### src/rtl/down_count_timer_if.sv
// down_count_timer_if: control/status bundle for the down-count timer
// master drives load/load_val/start/stop/en; slave returns count/busy/done/zero
interface down_count_timer_if #(parameter int WIDTH = 12);
  logic             load;
  logic [WIDTH-1:0] load_val;
  logic             start;
  logic             stop;
  logic             en;
  logic [WIDTH-1:0] count;
  logic             busy;
  logic             done;
  logic             zero;
  modport master (output load, load_val, start, stop, en, input count, busy, done, zero);
  modport slave  (input load, load_val, start, stop, en, output count, busy, done, zero);
endinterface

### src/rtl/down_count_timer.sv
// down_count_timer: loadable down-counter/timer with done pulse and optional auto-reload
// clk, rst_n (async active-low); bus.load/load_val/start/stop/en in; bus.count/busy/done/zero out
module down_count_timer #(
  parameter int WIDTH       = 12,
  parameter bit AUTO_RELOAD = 1'b0
) (
  input logic              clk,
  input logic              rst_n,
  down_count_timer_if.slave bus
);
  typedef enum logic [1:0] {IDLE, RUN, DONE} state_t;
  state_t           state, state_nx;
  logic [WIDTH-1:0] count_q, count_nx, reload_q, reload_nx;
  logic             done_q, done_nx;
  always_comb begin
    state_nx  = state;
    count_nx  = count_q;
    reload_nx = reload_q;
    done_nx   = 1'b0;
    if (bus.load) begin
      count_nx  = bus.load_val;
      reload_nx = bus.load_val;
      state_nx  = IDLE;
    end else begin
      case (state)
        IDLE: state_nx = (!bus.stop && bus.start && count_q != '0) ? RUN : IDLE;
        RUN: begin
          if (bus.stop) state_nx = IDLE;
          else if (bus.en && count_q > WIDTH'(1)) count_nx = count_q - WIDTH'(1);
          else if (bus.en && count_q == WIDTH'(1)) begin
            done_nx  = 1'b1;
            count_nx = AUTO_RELOAD ? reload_q : '0;
            state_nx = AUTO_RELOAD ? RUN : DONE;
          end
        end
        DONE: begin
          if (!bus.stop && bus.start && reload_q != '0) begin
            count_nx = reload_q;
            state_nx = RUN;
          end
        end
        default: state_nx = IDLE;
      endcase
    end
  end
  always_ff @(posedge clk or negedge rst_n) begin
    if (!rst_n) begin
      state    <= IDLE;
      count_q  <= '0;
      reload_q <= '0;
      done_q   <= 1'b0;
    end else begin
      state    <= state_nx;
      count_q  <= count_nx;
      reload_q <= reload_nx;
      done_q   <= done_nx;
    end
  end
  assign bus.count = count_q;
  assign bus.busy  = (state == RUN);
  assign bus.done  = done_q;
  assign bus.zero  = (count_q == '0);
endmodule

### src/flat_wrapper.sv
// flat-port wrapper written by rule: the top's interface ports become plain ports
module down_count_timer_flat 
#(
  parameter int WIDTH       = 12,
  parameter bit AUTO_RELOAD = 1'b0
)
  (clk, rst_n, bus_load, bus_load_val, bus_start, bus_stop, bus_en, bus_count, bus_busy, bus_done, bus_zero);
  down_count_timer_if #(.WIDTH(WIDTH)) bus_i ();
  input logic clk;
  input logic rst_n;
  input wire logic [$bits(bus_i.load)-1:0] bus_load;
  input wire logic [$bits(bus_i.load_val)-1:0] bus_load_val;
  input wire logic [$bits(bus_i.start)-1:0] bus_start;
  input wire logic [$bits(bus_i.stop)-1:0] bus_stop;
  input wire logic [$bits(bus_i.en)-1:0] bus_en;
  output wire logic [$bits(bus_i.count)-1:0] bus_count;
  output wire logic [$bits(bus_i.busy)-1:0] bus_busy;
  output wire logic [$bits(bus_i.done)-1:0] bus_done;
  output wire logic [$bits(bus_i.zero)-1:0] bus_zero;
  assign bus_i.load = bus_load;
  assign bus_i.load_val = bus_load_val;
  assign bus_i.start = bus_start;
  assign bus_i.stop = bus_stop;
  assign bus_i.en = bus_en;
  assign bus_count = bus_i.count;
  assign bus_busy = bus_i.busy;
  assign bus_done = bus_i.done;
  assign bus_zero = bus_i.zero;
  down_count_timer #(.WIDTH(WIDTH), .AUTO_RELOAD(AUTO_RELOAD)) u_core (.clk(clk), .rst_n(rst_n), .bus(bus_i));
endmodule
### config.mk
export PLATFORM = sky130hd
export DESIGN_NAME = down_count_timer_flat
export DESIGN_NICKNAME = d
export VERILOG_FILES = /design/src/rtl/down_count_timer_if.sv /design/src/rtl/down_count_timer.sv /design/src/flat_wrapper.sv
export SDC_FILE = /design/constraint.sdc
export NUM_CORES = 1
export LEC_CHECK = 0
export BUFFER_PORTS_ARGS = -buffer_cell sky130_fd_sc_hd__clkbuf_2
export CAP_MARGIN = 20
export CORE_ASPECT_RATIO = 0.5
export CORE_MARGIN = 2
export CORE_UTILIZATION = 30
export DETAILED_ROUTE_END_ITERATION = 6
export PLACE_DENSITY = 0.51
export SYNTH_ARGS = -nofsm -noshare
export SYNTH_HDL_FRONTEND = slang
export SYNTH_SLANG_ARGS = --single-unit
### constraint.sdc
create_clock -name clk -period 2.92 [get_ports clk]
set_input_delay 0.584 -clock clk [delete_from_list [all_inputs] [get_ports clk]]
set_output_delay 0.584 -clock clk [all_outputs]
set_load 0.01 [all_outputs]
==> metrics, run 1 <==
Arrival @ worst endpoint 2.54 ns; die area a little under 6000 um^2; post-CTS setup buffer count 0; sequential fraction of the synthesis area between 40 and 50%; via count approximately 1.3k; cell chosen for the clock root clkbuf_8; CTS tree yes; Synth area leader dfrtp_1; WL/cell about 15 um; multi-input logic area 812 um^2; Synth area leaders dfrtp_1 44%, mux2_2 10%, a22oi_1 5.8%; DRT iter0 DRCs 55; ratio of cells with drive above 1 in the final layout between 30% and 40%; Hold WC Path Type primary input to asynchronous set/reset pin; GRT overflow 0; fin crit share 81.2%; Placed Area about 1800 um^2; register area 676 um^2; M1 GR Usage a little under a fifth; final wirelength 3.76 mm; Reg2Reg Depth 5; final instance area 1830 um^2; Synthesized Nets between 150 and 200; Core ar. 4950 um^2; RSZ-0062 raised after global routing no; drt drc 0; Worst-path clk slew 0.09 ns; post-synth top area share 43.5%; Distinct cells, synth 34; flop and latch count out of synthesis 27; Cells after Synth approximately 150; Post-Synthesis Cell Area between 1500 and 2000 um^2; Worst Tran Pin Value 0.700 ns; Synth Area per Inst about 10 um^2; Setup CP Type flip-flop to flip-flop; most common library cell in the layout ignoring fill and taps clkbuf_2; detail-routed via count per cell 5.25; Initial Util 31.3%; M2 GR Usage 23.4%; Max VDD drop between 0.00015 and 0.0002 V; Tmin final 2.37 ns; Max Freq 0.422 GHz; outcome complete, no violations; largest net degree at the start of global routing 28; PortBufs 32; worst skew pair latency 0.27 ns; Slew HR a little over half; router iterations before antenna repair 4; P_leak 0.802 nW; final hold vios 0; Setup violations, final 0; Max Slew Vio Count 0; Hold Slack 0.340 ns; die height 54.9 um; HPWL Detailed 2.82 mm; FP Rows 18; Ys Warns 0; Placed Cells ~250; GRT Total Usage between 10% and 20%; CTS Buf Count 3; CTS H-tree depth 1; max_cap viols 0; final cell count without fillers around 250; met3 GRT Util 3.10%; vias in the first global route 1,262; crit path capture type flip-flop; Post-DRT Antenna Nets 0; Fin Setup TNS 0 ns; Pwr per Cell Area 503 nW/um^2; Worst EP required 3.09 ns; Fillers 538; critical-path maximum fanout 12; final net count roughly 200; initial antenna violation count 0; commonest cells after routing, fill and taps aside 32 x clkbuf_2, 27 x dfrtp_1, 14 x mux2_2; # resized after CTS 0; IO Pins 33; Clock Skew 0.00332 ns; ant diodes 0; hold buffers post-CTS 0; global-route layer with the greatest usage met2; Die X around 110 um; clock tree buffer depth 2; area grow syn2layout 17.6%; RePlAce Congestion around 0.83; CTS Sinks 27; first-pass GRT wire length 6.16 mm; crit path launch type flip-flop
-- path summary, 6_finish.rpt --
check                               startpoint             endpoint  slack (ns)
max                        u_core.bus.count[5]  u_core.bus.count[1]        0.55
min                                      rst_n   u_core.reload_q[5]        0.34
max reg2reg                u_core.bus.count[5]  u_core.bus.count[1]        0.55
min reg2reg                u_core.bus.count[6]  u_core.bus.count[6]        0.54
max in group asynchronous                rst_n  u_core.bus.count[7]        2.13
min in group clk           u_core.bus.count[6]  u_core.bus.count[6]        0.54
-- cells by family (layout without fill, tap and decap cells) --
family                   count (synthesis)  after routing  share of synthesized area, %
AND/OR/NAND/NOR                         39             39                          15.1
multiplexers                            14             14                          10.2
adder cells (fa/ha/maj)                  3              3                          2.42
buffers and inverters                   15             45                          4.19
flip-flops                              27             27                          43.5
AO/OA/AOI/OAI                           51             51                          24.6
-- where the power goes --
group / total, mW / switching, mW / internal (mW)
Sequential: 0.460 / 0.0446 / 0.416
Clock: 0.214 / 0.116 / 0.0978
Combinational: 0.245 / 0.136 / 0.108
Total: 0.919 / 0.297 / 0.622
-- flip-flops by register name (all words and copies together), names as in the netlist --
name / cells
u_core.state: 2
u_core.bus.count: 12
u_core.reload_q: 12
u_core.bus.done: 1
-- critical path: stages, from the launching register on --
cell	delay (ns)
dfrtp_1	0.43
nor3_1	0.54
nand4b_4	0.21
or3_1	0.53
and2_4	0.27
mux2_2	0.28
-- cells in the mapped netlist --
library cell	instances
a221o_1	1
nand4b_4	1
and2_4	1
nand2_1	2
nor4_1	4
nor2b_1	4
o31ai_1	4
dfrtp_1	27
nand3_1	4
a22o_1	10
o41ai_1	3
o21ai_1	1
nor2_1	8
or3_4	1
a22oi_1	12
nor3_1	5
nand3b_1	1
ha_1	3
o31a_1	1
mux2_2	14
o211ai_1	8
buf_6	1
a21boi_0	1
nor3b_1	1
o21ai_0	8
clkbuf_1	7
buf_2	1
inv_1	6
o21bai_1	1
nand4_1	1
a311oi_1	1
nand2b_1	4
or3_1	1
or2_2	1
-- per-layer routing --
layer / wire length, um / up-vias
li1: - / 633
met1: 1930 / 637
met3: 155 / 2
met4: 27 / 0
met2: 1650 / 36
met5: 0 / -
-- per-stage QoR --
step | util [%] | total power, mW | setup slack (ns)
2_1_floorplan | - | 0.623 | 0.747
4_1_cts | 36.8 | 0.932 | 0.561
5_1_grt | 36.8 | 0.978 | 0.455
3_5_place_dp | 35.9 | 0.714 | 0.578
3_3_place_gp | 35.9 | 0.713 | 0.654
6_report | 36.8 | 0.919 | 0.549
-- area by class of cell --
cell class | instances | area share, %
Multi-Input combinational cell | 107 | 44.5
Timing Repair Buffer | 35 | 10.0
Tap cell | 70 | 4.80
Sequential cell | 27 | 37.0
Clock buffer | 4 | 2.47
Inverter | 6 | 1.23
(Power assumes the default switching activity.)
==> inputs of run 2 (changes only) <==
==> constraint.sdc (replaced) <==
create_clock -name clk -period 2.4 [get_ports clk]
set_input_delay 0.48 -clock clk [delete_from_list [all_inputs] [get_ports clk]]
set_output_delay 0.48 -clock clk [all_outputs]
set_load 0.01 [all_outputs]
==> run 2 against run 1 <==
Worst setup slack worse by 0.27 ns. Clock power increased by 24%. Critical path depth stayed put. First-iteration DRC count fell by 20%. Critical path type unchanged. Highest routed layer unchanged.
==> metrics, run 2 (synthesis results as in run 1) <==
outcome complete, no violations; area grow syn2layout 19.6%; CP top delay family simple AND/OR/NAND/NOR gates; Max stage delay on crit path 0.46 ns (-0.08 ns); clock tree buffer depth 2 (unchanged); Initial Util 31.3% (unchanged); GRT Total Usage 15.0% (+1.0 points); die height 54.9 um (unchanged); Combinational Power Share 27.3% (+0.7 points); Pwr per Cell Area 613 nW/um^2 (+22%); post-CTS setup buffer count 0 (unchanged); via count 1,315 (+0.54%); PortBufs 32 (unchanged); GRT overflow 0 (unchanged); dpl ws 0.294 ns (-0.284 ns); Max VDD drop 0.000213 V (+37%); Die X 106 um (unchanged); sw frac 32.8% (+0.48 points); CTS Buf Count 3 (unchanged); WL/cell 15.4 um (+1.8%); initial antenna violation count 0 (unchanged); final hold vios 0 (unchanged); final wirelength 3.89 mm (+3.4%); final cell count without fillers 253 (+1.6%); buffers plus inverters on the worst setup path 0 (unchanged); Final WS setup 0.280 ns (-0.269 ns); crit path launch type flip-flop; Slew HR 53.3% (about the same); FP Rows 18 (unchanged); cell chosen for the clock root clkbuf_8; Clk pwr share 23.3% (about the same); CP cell instances or3_4 -> nand4b_4 -> or3_1 -> and2_4 -> mux2_2; commonest cells after routing, fill and taps aside 32 x clkbuf_2, 27 x dfrtp_1, 14 x mux2_2; CTS Sinks 27 (unchanged); RSZ-0062 raised after global routing no; slowest CP cell dfrtp_1; drt drc 0 (unchanged); DRT iter0 DRCs 44 (-20%); final net count 205 (+2.0%); RePlAce Congestion 0.763 (-7.9%); Setup violations, final 0 (unchanged); Switch Pwr 0.374 mW (+26%); crit path capture type flip-flop; Arrival @ worst endpoint 2.29 ns (-0.25 ns); Worst EP required 2.57 ns (-0.52 ns); Clock Skew 0.00438 ns (+0.00105 ns); Worst-path clk slew 0.10 ns (about the same); HPWL Detailed 2.86 mm (+1.4%); max_cap viols 0 (unchanged); # resized after CTS 0 (unchanged); flop-to-flop setup slack 0.28 ns (-0.27 ns); IO Pins 33 (unchanged); die area 5800 um^2 (unchanged); critical-path maximum fanout 12 (unchanged); CTS H-tree depth 1 (unchanged); Setup CP Type flip-flop to flip-flop; Max Slew Vio Count 0 (unchanged); Core ar. 4950 um^2 (unchanged); Worst Tran Pin Value 0.701 ns (+0.000336 ns); Placed Cells 249 (+1.6%); most common library cell in the layout ignoring fill and taps clkbuf_2; largest net degree at the start of global routing 28 (unchanged); internal power 0.765 mW (+23%); CTS tree yes; detail-routed via count per cell 5.20 (-1.1%); Post-DRT Antenna Nets 0 (unchanged); Seq pwr share 49.4% (-0.7 points); worst reg2reg startpoint u_core.bus.count[7]; ratio of cells with drive above 1 in the final layout 33.3% (+2.0 points); Tmin final 2.12 ns (-0.251 ns); Max Freq 0.472 GHz (+12%); Fin Setup TNS 0 ns (unchanged); first-pass GRT wire length 6.62 mm (+7.5%); Hold WC Path Type primary input to asynchronous set/reset pin; vias in the first global route 1,318 (+4.4%); worst skew pair latency 0.28 ns (about the same); router iterations before antenna repair 4 (unchanged); ant diodes 0 (unchanged); hold buffers post-CTS 0 (unchanged); CP Launch Point u_core.bus.count[7]; fin crit share 88.3% (+7.1 points); P_leak 0.823 nW (+2.7%)
## run 2: cell count changes in the layout (fill, tap and decap cells not counted)
| cell | before | now |
|---|---|---|
| clkinv_2 | 0 | 1 |
| buf_4 | 3 | 7 |
| clkbuf_1 | 1 | 0 |
## run 2: per-layer routing
metal | GRT usage, % | up-vias | part of all wire (%)
met5 | 0 | - | 0
met4 | 3.95 | 0 | 0.72
met3 | 3.57 | 4 | 3.6
met2 | 25.4 | 23 | 43
met1 | 19.8 | 636 | 52
li1 | - | 652 | -
## run 2: path summary, 6_finish.rpt
kind	to	cells after the start
min reg2reg	u_core.bus.count[6]	1
max	u_core.bus.count[1]	5
min in group clk	u_core.reload_q[2]	2
max in group asynchronous	u_core.reload_q[3]	1
min	u_core.reload_q[5]	1
max reg2reg	u_core.bus.count[1]	5
## run 2: power by group through the flow
stage,logic (mW),clock network (mW),registers [mW]
after CTS,0.315,0.275,0.562
after detailed placement,0.312,0,0.570
final,0.311,0.265,0.563
after global placement,0.310,0,0.568
after global routing,0.353,0.291,0.571
after floorplan,0.187,0,0.571
## run 2: metrics by stage
step	hold WS (ns)	util [%]	area, um^2	total power, mW
after CTS	0.258	37.5	1860	1.15
after detailed placement	0.524	36.5	1810	0.882
after floorplan	0.184	-	1550	0.758
final	0.230	37.5	1860	1.14
after global placement	0.513	36.5	1810	0.878
after global routing	0.277	37.5	1860	1.22
## run 2: area by class of cell
| class | instances | area [um^2] |
|---|---|---|
| tap | 70 | 87.6 |
| clock buffer | 3 | 41.3 |
| inverter | 6 | 22.5 |
| multi-input combinational | 107 | 812 |
| fill | 519 | 3100 |
| timing repair buffer | 39 | 213 |
| sequential | 27 | 676 |
| clock inverter | 1 | 5.00 |
